## src/rtl/fetch_stage.sv

```systemverilog
// fetch_stage: instruction fetch with PC ownership, one outstanding imem read,
// an IF/ID register towards decode and a one-entry hold buffer used when
// decode stalls while a read is still in flight.
//
// state   | meaning
// --------+----------------------------------------------------------------
// S_FETCH | request at pc driven, waiting for imem_req_ready
// S_WAIT  | one read outstanding; r_drop marks it stale after a redirect
// S_HOLD  | read returned while IF/ID was full; word parked in hold buffer
module fetch_stage #(
    parameter logic [31:0] RESET_PC  = 32'h0000_0000,
    parameter logic [31:0] NOP_INSTR = 32'h0000_0013
) (
    input  logic        clk,
    input  logic        rst_n,
    output logic        imem_req_valid,
    input  logic        imem_req_ready,
    output logic [31:0] imem_addr,
    input  logic        imem_rsp_valid,
    input  logic [31:0] imem_rsp_data,
    input  logic        redirect,
    input  logic [31:0] redirect_pc,
    input  logic        id_ready,
    output logic        if_valid,
    output logic [31:0] if_instr,
    output logic [31:0] if_pc,
    output logic [6:0]  if_opcode
);

    localparam logic [1:0] S_FETCH = 2'd0;
    localparam logic [1:0] S_WAIT  = 2'd1;
    localparam logic [1:0] S_HOLD  = 2'd2;

    logic [1:0]  r_state;
    logic [31:0] r_pc;
    logic [31:0] r_req_pc;
    logic        r_drop;
    logic        r_started;
    logic        r_if_valid;
    logic [31:0] r_if_instr;
    logic [31:0] r_if_pc;
    logic [31:0] r_hold_instr;
    logic [31:0] r_hold_pc;

    logic        w_accept;
    logic        w_slot_free;
    logic [31:0] w_redirect_pc;
    logic [31:0] w_next_pc;

    // Request only goes out from the first edge after reset release onward.
    assign imem_req_valid = r_started && (r_state == S_FETCH);
    assign imem_addr      = r_pc;
    assign w_accept       = imem_req_valid && imem_req_ready;
    assign w_slot_free    = !r_if_valid || id_ready;
    assign w_redirect_pc  = redirect_pc & ~32'd3;
    assign w_next_pc      = r_req_pc + 32'd4;

    assign if_valid  = r_if_valid;
    assign if_instr  = r_if_instr;
    assign if_pc     = r_if_pc;
    assign if_opcode = r_if_instr[6:0];

    // Fetch FSM, PC, IF/ID register and hold buffer; redirect wins over everything.
    always_ff @(posedge clk or negedge rst_n) begin
        if (!rst_n) begin
            r_state      <= S_FETCH;
            r_pc         <= RESET_PC & ~32'd3;
            r_req_pc     <= 32'd0;
            r_drop       <= 1'b0;
            r_started    <= 1'b0;
            r_if_valid   <= 1'b0;
            r_if_instr   <= NOP_INSTR;
            r_if_pc      <= 32'd0;
            r_hold_instr <= 32'd0;
            r_hold_pc    <= 32'd0;
        end else begin
            r_started <= 1'b1;
            if (redirect) begin
                r_if_valid   <= 1'b0;
                r_if_instr   <= NOP_INSTR;
                r_hold_instr <= 32'd0;
                r_hold_pc    <= 32'd0;
                r_pc         <= w_redirect_pc;
                case (r_state)
                    S_WAIT: begin
                        if (imem_rsp_valid) begin
                            r_state <= S_FETCH;
                            r_drop  <= 1'b0;
                        end else begin
                            r_drop  <= 1'b1;
                        end
                    end
                    S_FETCH: begin
                        if (w_accept) begin
                            // The read just issued belongs to the old path.
                            r_state  <= S_WAIT;
                            r_drop   <= 1'b1;
                            r_req_pc <= r_pc;
                        end else begin
                            r_drop   <= 1'b0;
                        end
                    end
                    default: begin
                        r_state <= S_FETCH;
                        r_drop  <= 1'b0;
                    end
                endcase
            end else begin
                // Decode consumption; overridden below when a new word lands.
                if (id_ready && r_if_valid) begin
                    r_if_valid <= 1'b0;
                    r_if_instr <= NOP_INSTR;
                end
                case (r_state)
                    S_FETCH: begin
                        if (w_accept) begin
                            r_state  <= S_WAIT;
                            r_req_pc <= r_pc;
                        end
                    end
                    S_WAIT: begin
                        if (imem_rsp_valid) begin
                            if (r_drop) begin
                                r_drop  <= 1'b0;
                                r_state <= S_FETCH;
                            end else if (w_slot_free) begin
                                r_if_valid <= 1'b1;
                                r_if_instr <= imem_rsp_data;
                                r_if_pc    <= r_req_pc;
                                r_pc       <= w_next_pc;
                                r_state    <= S_FETCH;
                            end else begin
                                r_hold_instr <= imem_rsp_data;
                                r_hold_pc    <= r_req_pc;
                                r_pc         <= w_next_pc;
                                r_state      <= S_HOLD;
                            end
                        end
                    end
                    S_HOLD: begin
                        if (id_ready) begin
                            r_if_valid <= 1'b1;
                            r_if_instr <= r_hold_instr;
                            r_if_pc    <= r_hold_pc;
                            r_state    <= S_FETCH;
                        end
                    end
                    default: begin
                        r_state <= S_FETCH;
                    end
                endcase
            end
        end
    end

endmodule

```

## config.mk

```make
export PLATFORM = sky130hd
export DESIGN_NAME = fetch_stage
export DESIGN_NICKNAME = d
export VERILOG_FILES = /design/src/rtl/fetch_stage.sv
export SDC_FILE = /design/constraint.sdc
export NUM_CORES = 1
export LEC_CHECK = 0
export CORE_MARGIN = 2
export CORE_UTILIZATION = 45
export CTS_CLUSTER_DIAMETER = 60
export DETAILED_ROUTE_END_ITERATION = 8
export GPL_ROUTABILITY_DRIVEN = 0
export GPL_TIMING_DRIVEN = 0
export HOLD_SLACK_MARGIN = 0.12
export PLACE_DENSITY = 0.72
export SETUP_SLACK_MARGIN = 0.02
export SYNTH_ARGS = -nofsm -noshare
export SYNTH_HDL_FRONTEND = slang
export SYNTH_SLANG_ARGS = --single-unit
export TNS_END_PERCENT = 100
```

## constraint.sdc

```tcl
create_clock -name clk -period 1.9 [get_ports clk]
set_input_delay 0.38 -clock clk [delete_from_list [all_inputs] [get_ports clk]]
set_output_delay 0.38 -clock clk [all_outputs]
set_load 0.01 [all_outputs]
```

### Word level (Yosys, flattened, before mapping)

Cells that the tools add are included.

* add/subtract/negate cells: 1
* equality and inequality tests: 9
* muxes and demuxes: 48
* bitwise gates (word level): 1
* reductions and logical operators: 15

Operator list (number)
* $mux W32: 24
* $pmux W32 S2: 2
* $add A32 B3 Y32 const B: 1
* $mux W2: 7
* $ne A2 B2 Y1 const B: 6
* $mux W1: 11
* $pmux W2 S3: 1
* $reduce_and A2 Y1: 3
* $reduce_and A6 Y1: 1
* $reduce_bool A2 Y1: 3
* $pmux W1 S2: 2
* $pmux W2 S2: 1
* $reduce_and A4 Y1: 1
* $logic_and A1 B1 Y1: 3
* $ne A3 B3 Y1 const B: 1
* $reduce_and A3 Y1: 1
* $eq A2 B1 Y1 const B: 1
* $eq A2 B2 Y1 const B: 1
* $logic_not A2 Y1: 1
* $logic_not A1 Y1: 1
* $logic_or A1 B1 Y1: 1
* $not A1 Y1: 1

* flip-flop bits (word level): 197
* bits of input ports: 70
* output and inout bits: 105
* logic and storage cells: 84

### Logic depth before layout (Yosys ltp)

* depth in word-level cells: 7
* mapped depth: 9
* mapped depth without buffers: 7

### Worst setup path before layout

No wires, ideal clock.

* path kind: register to register
* start point: reg r_state[0]
* end point: reg r_req_pc[12]
* setup time: 125 ps
* data arrival time: 1685 ps
* data required time: 1775 ps
* slack: 90 ps
* stages on the path, launching flop included: 7
* buffers on the path: 1
* clock period less this slack: 1810 ps
* path through: dfrtp_1 > inv_1 > ha_1 > and2_1 > nand2_1 > clkbuf_1 > mux2_2

* cells in the longest elaborated chain, start to end: 4

Ends and longest elaborated chain
* start: declaration: RTL line 34 `logic [1:0] r_state;`
* start signal: assignment: RTL line 66 `r_state <= S_FETCH;`
* start signal: assignment: RTL line 87 `r_state <= S_FETCH;`
* start signal: assignment: RTL line 96 `r_state <= S_WAIT;`
* $logic_not A2 Y1: RTL line 51 `assign imem_req_valid = r_started && (r_state == S_FETCH);`
* $logic_and A1 B1 Y1: RTL line 51
* net imem_req_valid: RTL line 16 `output logic imem_req_valid,`
* $logic_and A1 B1 Y1: RTL line 53 `assign w_accept = imem_req_valid && imem_req_ready;`
* $reduce_and A2 Y1 (no source line)
* end signal: assignment: RTL line 98 `r_req_pc <= r_pc;`
* end signal: assignment: RTL line 118 `r_req_pc <= r_pc;`
* end: declaration: RTL line 36 `logic [31:0] r_req_pc;`

The timed path passes the listed nets, and every way through them passes these cells.
A chain may end at the register's enable or synchronous reset.

### Worst setup path in the final report

* start point: reg r_state[0]
* end point: out imem_req_valid

* cells in the longest elaborated chain, start to end: 2

Ends and longest elaborated chain (RTL line)
* $logic_not A2 Y1: 51
* $logic_and A1 B1 Y1: 51
* end: declaration: 16

Every way passes these cells.

==> flow_summary.ini <==
[outcome]
status = finished, final reports clean

[pwr]
p_leak_nw = 5.389
p_total_mw = 16.50
clkPwrFrac = 0.239
powerDensity_nw_per_um2 = 1261
power_frac_comb = 0.374
vdd_drop_max_mv = 0.6857
intPower_mw = 10.55
power_frac_seq = 0.387
p_switching_mw = 5.948
switching_share = 0.3605

[logic_synthesis]
yosysTopAreaCellShare = 0.4828
yosysUniqueCellTypes = 59
ys.flop_type = dfrtp_1
synth-edff-count = 0
synthesis.nets = 1137
syn_area_um2 = 10060
ys_top_cells_by_count = 217 x nand2_1, 194 x dfrtp_1, 136 x a21oi_1, 61 x mux2_2, 50 x nor2_1
synthCells = 1063
async_flop_share = 1.000
synth_seq_cells = 197
yosys_warnings = 0
synth_most_common_cell = nand2_1
postSynthAreaPerCell_um2 = 9.460
synth_top_area_cell = dfrtp_1
seq_area_frac_synth = 0.4906
synth.area.top_cells = dfrtp_1 48%, nand2_1 8.1%, mux2_2 6.8%, a21oi_1 6.8%, mux2i_1 3.9%

[grt]
met1_usage = 0.3596
grt_antenna_before_repair = 0
grt_pass1_vias = 8873
use_met3 = 0.05529
grt_pass1_wl_um = 47980
top_usage_layer = met2
grt_max_degree = 120
gr-total-overflow = 0
globalRouteTotalUtil = 0.2548
grt.met2_usage = 0.3987

[sta]
setup_slack_ns = 0.008871
hold_viol = 0
relSlewSlack = 0.5224
period_minus_slack_ns = 1.891
rsz0062_at_grt = yes
finalSetupViolCount = 0
period_share = 0.9953
fmax_mhz = 528.8
fin_worst_skew_ns = 0.01390
slew_viol_final = 0
worst_slew_pin_slew_ns = 0.7164
tns_ns = 0

[min_path]
hold_class = input port to register
hold_depth = 3

[floorplan]
chipWidth_um = 153.5
rows = 54
io_pins = 175
core_area_um2 = 21890
die_h_um = 153.5
dieArea_um2 = 23560
start_util = 0.4594

[critical_path]
critPathCaptureType = primary output
worstPathMaxFanout = 3
r2r_cells = 6
required_ns = 1.52
cp-start-kind = register
crit_arrival_ns = 1.51
path_class = register to primary output

[drt]
dr.pass1.iters = 8
postRouteAntennaNets = 0
drt-total-wl_um = 29930
route.detailed.drc = 0
via_per_inst = 5.722
wl_per_cell_um = 19.16
initialDrtViolationCount = 740
vias = 8937

[cts]
cts_max_path_buffers = 2
cts_buffers = 17
cts_max_level = 4
cts-root-buf = clkbuf_16
path_clk_slew_ns = 0.07
cts_tree = done
insertion_delay_ns = 0.45
clock-sinks = 197

[run]
drv_cap = 0

[cells_and_area]
area_growth_pct = 30.17
drive_gt1_frac = 0.1732
layout.nets = 1343
nFillCells = 1895
n_antenna_cell = 0
stdcell_count = 1562

[placed_design]
io_buffers = 170
placedCellCount = 1514
dp_hpwl_um = 20440
dpl_worst_slack_ns = -0.5301
==> metal layers <==
| layer | vias to the layer above | share of wire |
|---|---|---|
| met4 | 0 | 0.017 |
| li1 | 4137 | - |
| met3 | 33 | 0.076 |
| met5 | - | 0 |
| met1 | 4362 | 0.43 |
| met2 | 405 | 0.47 |
==> state kept, by name (all words and copies together) (netlist names) <==
name          cells
if_instr         32
if_pc            32
if_valid          1
imem_addr        32
r_drop            1
r_hold_instr     32
r_hold_pc        32
r_req_pc         32
r_started         1
r_state           2
==> cell usage in the layout (no fill, tap or decap), types with 20 or more instances in the layout <==
cell type | Yosys | routed
dfrtp_1 | 194 | 189
o21ai_0 | 46 | 45
a21oi_1 | 136 | 136
clkdlybuf4s50_1 | 0 | 158
nor2_1 | 50 | 49
nand3_1 | 41 | 40
mux2_2 | 61 | 61
a22oi_1 | 30 | 30
buf_4 | 10 | 32
a211oi_1 | 29 | 29
mux2i_1 | 39 | 39
nand2_1 | 217 | 214
buf_2 | 30 | 21
clkbuf_1 | 43 | 20
==> final cells by class <==
class | count | area, um2 | area share
buffer | 97 | 615.6 | 0.04703
clock inverter | 15 | 211.5 | 0.01615
inverter | 7 | 26.28 | 0.002007
clock buffer | 17 | 425.4 | 0.03250
tap | 280 | 350.3 | 0.02676
timing repair buffer | 189 | 1884 | 0.1439
multi-input combinational | 760 | 4637 | 0.3542
sequential | 197 | 4940 | 0.3774
==> repair_timing <==
action	4_1_cts	5_1_grt
setup endpoints to repair	201	140
endpoints found under the hold margin	75	0
gates resized for setup	46	62
buffers inserted	10	7
hold buffers	1	0
pin swaps	4	3
==> kinds of logic (layout without fill, tap and decap cells) <==
| kind of cell | count (synthesis) | in the layout | synth area share |
|---|---|---|---|
| other cells | 1 | 1 | 0.0003729 |
| mux | 100 | 100 | 0.1071 |
| flops | 197 | 197 | 0.4906 |
| buf+inv | 106 | 325 | 0.05537 |
| compound gates | 280 | 280 | 0.1681 |
| simple gates | 352 | 352 | 0.1534 |
| fa+ha+maj | 4 | 4 | 0.004977 |
| xor+xnor | 23 | 23 | 0.02003 |
==> stage by stage <==
| step | cell area [um2] | utilization | hold WS, ns |
|---|---|---|---|
| 2_1_floorplan | 10060 | - | 0.08441 |
| 3_3_place_gp | 12110 | 0.5531 | 0.5069 |
| 3_5_place_dp | 12140 | 0.5546 | 0.4188 |
| 4_1_cts | 12920 | 0.5900 | 0.3734 |
| 5_1_grt | 13090 | 0.5980 | 0.3974 |
| 6_report | 13090 | 0.5980 | 0.3965 |
==> path summary, 6_finish.rpt <==
kind                       slack, ns          start        endpoint
min                             0.40       redirect      r_state[1]
min in group asynchronous       0.50          rst_n        if_pc[8]
max                            0.009     r_state[0]  imem_req_valid
max in group asynchronous       0.33          rst_n     r_req_pc[2]
min reg2reg                     0.52  r_hold_pc[14]   r_hold_pc[14]
max reg2reg                     0.06     r_state[0]    r_req_pc[13]
==> power by group through the flow <==
stage / clock [mW] / combinational, mW / sequential [mW]
detailed placement: 0 / 5.91 / 6.42
floorplan: 0 / 3.05 / 6.42
global route: 4.17 / 6.73 / 6.55
global placement: 0 / 5.78 / 6.39
finish: 3.94 / 6.17 / 6.39
CTS: 3.98 / 6.02 / 6.35
==> critical path: stages (launching register included) <==
cell and delay [ns]:
dfrtp_1 0.42, inv_2 0.08, ha_2 0.19, and2_4 0.17, clkdlybuf4s15_2 0.22
Note: power is estimated with default switching activity, not from simulation.
==> patch 1 (same flow settings) <==
Make the reset (`rst_n`) synchronous in one clocked block.
--- a/src/rtl/fetch_stage.sv
+++ b/src/rtl/fetch_stage.sv
@@ -62,5 +62,5 @@
 
     // Fetch FSM, PC, IF/ID register and hold buffer; redirect wins over everything.
-    always_ff @(posedge clk or negedge rst_n) begin
+    always_ff @(posedge clk) begin
         if (!rst_n) begin
             r_state      <= S_FETCH;
Function: differs if rst_n is asserted again (counterexample within 4 cycles, from zero or initial values and one cycle with rst_n low); with rst_n held inactive, the same outputs for 4 cycles.
==> patch 1 against the original RTL <==
Cell area is 10% lower. Sequential cell count stayed put. Critical path depth is 1 higher. Area after synthesis is 14% lower. Via count is 5.6% lower. Global-route usage is 0.62 points higher. Worst setup slack better by 0.058 ns. Critical path type is now flop to flop. Routed wire length is 10% lower.
Power is not compared: it rests on default switching activity, and its combinational part moved more than twofold at a synthesized area within 25%.
==> patch 1: results (changes against the original RTL) <==
Critical path:
- The first element of the critical path is r_state[1]$_SDFFE_PN0P_ (was r_state[0]$_DFFE_PN0P_).
- The critical path start-end classification is flop to flop (was flop to output port).
- The count of cells along the worst register-to-register path was 5 (was 6).
- The highest fanout seen on the critical path was 6 (was 3).
- The terminus of the critical flop-to-flop path is if_instr[0]$_SDFF_PP1_ (was r_req_pc[13]$_DFFE_PN0N_).
- The cell family with the largest share of critical-path delay is simple AND/OR/NAND/NOR gates (was flip-flops).

Routing:
- The total iterations of the first detailed-routing run is 5 (was 8).
- The routed metal-1 wire length is 11310 um (was 12980 um).
- The sum of met3 wire segment lengths after detailed routing is 2350 um (was 2270 um).
- The met2 wirelength from detailed routing came to 12510 um (was 14170 um).
- The per-cell routed wire length is 17.69 um (was 19.16 um).
- The number of DRC markers after the initial detailed-route iteration is 761 (was 740).

Global route:
- The initial antenna violation count was 1 (was 0).
- The number of global-route vias before repair came to 8041 (was 8873).
- The fraction of met1 tracks used by global routing came to 34.04% (was 35.96%).
- The maximum number of pins on one net before global-route repair is 18 (was 120).
- The total routing resource utilization after global routing is 26.10% (was 25.48%).

Yosys:
- The synthesized net count is 1119 (was 1137).
- Largest cells by area after synthesis: sky130_fd_sc_hd__dfxtp_1 45%, sky130_fd_sc_hd__nand2_1 10%, sky130_fd_sc_hd__a21oi_1 8.1% (was sky130_fd_sc_hd__dfrtp_1 48%, sky130_fd_sc_hd__nand2_1 8.1%, sky130_fd_sc_hd__mux2_2 6.8%).
- The portion of the post-synthesis area used by sequential elements is 45.44% (was 49.06%).
- The share of synthesized flip-flops with an asynchronous set or reset is 0% (was 100.0%).
- The prevailing post-synth register cell is sky130_fd_sc_hd__dfxtp_1 (was sky130_fd_sc_hd__dfrtp_1).
- Most instantiated cells after synthesis: 240 x sky130_fd_sc_hd__nand2_1, 197 x sky130_fd_sc_hd__dfxtp_1, 141 x sky130_fd_sc_hd__a21oi_1, 73 x sky130_fd_sc_hd__nor2_1, 59 x sky130_fd_sc_hd__clkbuf_1 (was 217 x sky130_fd_sc_hd__nand2_1, 194 x sky130_fd_sc_hd__dfrtp_1, 136 x sky130_fd_sc_hd__a21oi_1, 61 x sky130_fd_sc_hd__mux2_2, 50 x sky130_fd_sc_hd__nor2_1).

Hold path:
- The launch point of the worst hold path is r_hold_instr[3]$_SDFFE_PP0P_ (was redirect).
- The cell depth of the worst min-delay path was 2 (was 3).

Final layout:
- The number of nets in the final layout was 1322 (was 1343).
- The proportion of final cell area spent on non-clock buffers is 20.34% (was 19.10%).
- The share of cell area taken by flip-flops and latches is 33.68% (was 37.74%).
- The count of filler cells inserted in the layout is 1643 (was 1895).
- The inverter count of the layout excluding clock inverters is 9 (was 7).
- The count of clock buffers in the final design is 19 (was 17).
- The fraction of final layout cells with drive strength greater than 1 is 13.56% (was 17.32%).

Timing:
- The headroom to the max-slew limit is 38.01% (was 52.24%).
- The final clock skew is 0.007688 ns (was 0.01390 ns).

Clock network:
- The number of gates resized after cts was 37 (was 46).
- The buffer count from post-CTS setup fixing is 11 (was 10).

Outcome:
- Result of the run: complete, no violations (unchanged).
[patch 1: where the power goes]
group / switching, mW / internal [mW]
clock network: 1.65 / 2.40
registers: 0.101 / 4.23
logic: 0.546 / 0.502
[patch 1: through the flow]
step | hold slack (ns) | instances | instance area, sq um | utilization, % | setup slack [ns]
3_3_place_gp | 0.4408 | 1476 | 10720 | 56.90 | -0.7993
4_1_cts | 0.4558 | 1518 | 11540 | 61.27 | 0.02099
2_1_floorplan | 0.4077 | 1045 | 8678 | - | 0.05488
6_report | 0.4535 | 1521 | 11750 | 62.39 | 0.06728
3_5_place_dp | 0.4461 | 1476 | 10720 | 56.90 | -0.8904
5_1_grt | 0.4694 | 1521 | 11750 | 62.39 | -0.04151
[patch 1: logic make-up after synthesis]
| family | synth area share (%) |
|---|---|
| flops | 45.44 |
| mux | 4.974 |
| simple gates | 18.99 |
| fa+ha+maj | 0.5767 |
| compound gates | 22.32 |
| xor+xnor | 2.523 |
| buf+inv | 5.176 |
==> patch 2 (same flow settings) <==
Made on the original files. Set the parameter `NOP_INSTR` to 32'h00000009 (it was 32'h0000_0013).
--- a/src/rtl/fetch_stage.sv
+++ b/src/rtl/fetch_stage.sv
@@ -10,5 +10,5 @@
 module fetch_stage #(
     parameter logic [31:0] RESET_PC  = 32'h0000_0000,
-    parameter logic [31:0] NOP_INSTR = 32'h0000_0013
+    parameter logic [31:0] NOP_INSTR = 32'h00000009
 ) (
     input  logic        clk,
Formal check against the unedited RTL: not equivalent (a bounded check fails within 4 cycles, from zero or initial values and one cycle with rst_n low).
==> patch 2 against the original RTL <==
The flow now finishes with violations (setup timing). Largest power group is now combinational cells. Sequential cell count unchanged. Worst setup slack got worse by 0.21 ns. Clock skew shrank 0.0029 ns. Critical path type is now flop to flop. Area after synthesis fell by 2.0%. Die area is 1.9% lower. Hold slack better by 0.086 ns. Routed wire length rose by 6.9%. Sequential share of layout area shrank 2.7 points. Non-clock buffer count grew 34. Clock power down 3%. Total power shrank 0.12%. Cell area grew 7.8%.
==> patch 2: results (changes against the original RTL) <==
Placed design:
- The post-placement cell count is 1513 (was 1514).
- The number of I/O port buffers is 171 (was 170).
- The standard cell area after detailed placement is 11990 sq um (was 12140 sq um).
- The post-DP HPWL is 19800 um (was 20440 um).
- The pre-CTS setup slack is -0.7839 ns (was -0.5301 ns).

Timing:
- The actual transition at the worst max-transition pin is 0.7788 ns (was 0.7164 ns).
- The worst path setup slack after routing is -0.1973 ns (was 0.008871 ns).
- The number of setup violations in the final report is 53 (was 0).
- The final clock skew is 0.01102 ns (was 0.01390 ns).
- The aggregate negative setup slack is -3.244 ns (was 0 ns).

Routing:
- The sum of met3 wire segment lengths after detailed routing is 2248 um (was 2270 um).
- The per-cell routed wire length was 20.09 um (was 19.16 um).
- The number of DRC markers after the initial detailed-route iteration was 838 (was 740).
- The via count was 9232 (was 8937).
- The met2 wirelength from detailed routing was 15520 um (was 14170 um).

Power and ir drop:
- The cell leakage power is 5.993 nW (was 5.389 nW).
- The worst ir drop on vdd is 0.7318 mV (was 0.6857 mV).

Hold path:
- The worst hold-check path type is flop to flop (was input port to flop).

Final layout:
- The number of nets in the final layout was 1373 (was 1343).
- The count of filler cells inserted in the layout was 1644 (was 1895).
- The fraction of final layout cells with drive strength greater than 1 came to 27.44% (was 17.32%).

Yosys:
- Largest cells by area after synthesis: sky130_fd_sc_hd__dfrtp_1 49%, sky130_fd_sc_hd__nand2_1 9.4%, sky130_fd_sc_hd__mux2_2 7.1% (was sky130_fd_sc_hd__dfrtp_1 48%, sky130_fd_sc_hd__nand2_1 8.1%, sky130_fd_sc_hd__mux2_2 6.8%).
- The average size of a mapped cell was 9.291 sq um (was 9.460 sq um).
- The synthesized net count is 1135 (was 1137).
- The portion of the post-synthesis area used by sequential elements was 50.03% (was 49.06%).
- Most instantiated cells after synthesis: 248 x sky130_fd_sc_hd__nand2_1, 195 x sky130_fd_sc_hd__dfrtp_1, 109 x sky130_fd_sc_hd__a21oi_1, 85 x sky130_fd_sc_hd__clkbuf_1, 82 x sky130_fd_sc_hd__o21ai_0 (was 217 x sky130_fd_sc_hd__nand2_1, 194 x sky130_fd_sc_hd__dfrtp_1, 136 x sky130_fd_sc_hd__a21oi_1, 61 x sky130_fd_sc_hd__mux2_2, 50 x sky130_fd_sc_hd__nor2_1).

Critical path:
- The highest fanout seen on the critical path was 6 (was 3).
- The worst path arrival time was 2.40 ns (was 1.51 ns).

Global route:
- The maximum number of pins on one net before global-route repair is 104 (was 120).
- The number of global-route vias before repair was 8727 (was 8873).
- The wire length of the first global-routing pass is 47170 um (was 47980 um).
- The fraction of met1 tracks used by global routing is 34.79% (was 35.96%).
- The total routing resource utilization after global routing came to 25.40% (was 25.48%).
- The met2 capacity usage during global routing is 40.99% (was 39.87%).

Outcome:
- The checks that failed: setup timing.
- Result of the run: finished, violations left (was complete, no violations).

Clock network:
- The buffer count from post-CTS setup fixing was 22 (was 10).
## patch 2: cell types whose count changed in the layout (fill, tap and decap cells not counted), moves of 9 or more
cell and delta:
sky130_fd_sc_hd__buf_4 +13, sky130_fd_sc_hd__and3_1 -9, sky130_fd_sc_hd__buf_8 +9, sky130_fd_sc_hd__clkbuf_16 +10, sky130_fd_sc_hd__nor2_1 -38, sky130_fd_sc_hd__o21ai_0 +30
sky130_fd_sc_hd__a21oi_2 +47, sky130_fd_sc_hd__buf_2 -16, sky130_fd_sc_hd__a21oi_1 -74, sky130_fd_sc_hd__nand2_4 +26, sky130_fd_sc_hd__clkbuf_2 +24
## patch 2: worst paths after layout
| path | start | endpoint | slack [ns] | depth (start not counted) |
|---|---|---|---|---|
| max | r_req_pc[7]$_DFFE_PN0N_ | imem_addr[31]$_DFFE_PN0P_ | -0.20 | 7 |
| min | if_pc[3]$_DFFE_PN0P_ | if_pc[3]$_DFFE_PN0P_ | 0.48 | 2 |
| max reg2reg | r_req_pc[7]$_DFFE_PN0N_ | imem_addr[31]$_DFFE_PN0P_ | -0.20 | 7 |
| min reg2reg | if_pc[3]$_DFFE_PN0P_ | if_pc[3]$_DFFE_PN0P_ | 0.48 | 2 |
| max in group asynchronous | rst_n | if_instr[3]$_DFF_PN1_ | 0.38 | 3 |
| min in group asynchronous | rst_n | if_pc[19]$_DFFE_PN0P_ | 0.55 | 2 |
## patch 2: cells by family (layout without fill, tap and decap cells)
kind of cell    after synthesis  after routing  share of synthesized area [%]
xor+xnor                     27             27                          2.399
simple gates                344            344                          14.91
compound gates              278            278                          16.55
buf+inv                     110            361                          4.620
flops                       197            197                          50.03
other cells                   1              2                        0.03804
fa+ha+maj                     4              4                         0.5077
mux                         100            100                          10.94
## patch 2: where the power goes
part / internal, mW / switching (mW) / leakage, nW / total [mW]
clock: 2.01 / 1.80 / 0.297 / 3.81
sequential: 5.17 / 1.16 / 2.57 / 6.33
combinational: 3.28 / 3.06 / 3.13 / 6.35
total: 10.5 / 6.02 / 5.99 / 16.5
## patch 2: worst max-delay path, stage by stage (launching register included)
cell and delay, ns:
sky130_fd_sc_hd__dfrtp_1 0.37, sky130_fd_sc_hd__buf_8 0.12, sky130_fd_sc_hd__nand4_1 0.21, sky130_fd_sc_hd__or4b_4 0.65, sky130_fd_sc_hd__buf_12 0.17, sky130_fd_sc_hd__nor4_4 0.15, sky130_fd_sc_hd__xnor2_1 0.16, sky130_fd_sc_hd__o221ai_1 0.13
## patch 2: layout make-up
cell class,instances,area share (%)
Tap cell,280,2.482
Clock inverter,15,1.312
Clock buffer,17,3.014
Antenna cell,1,0.01773
Sequential cell,197,35.06
Buffer,95,4.894
Multi-Input combinational cell,754,36.33
Timing Repair Buffer,225,16.65
Inverter,9,0.2394
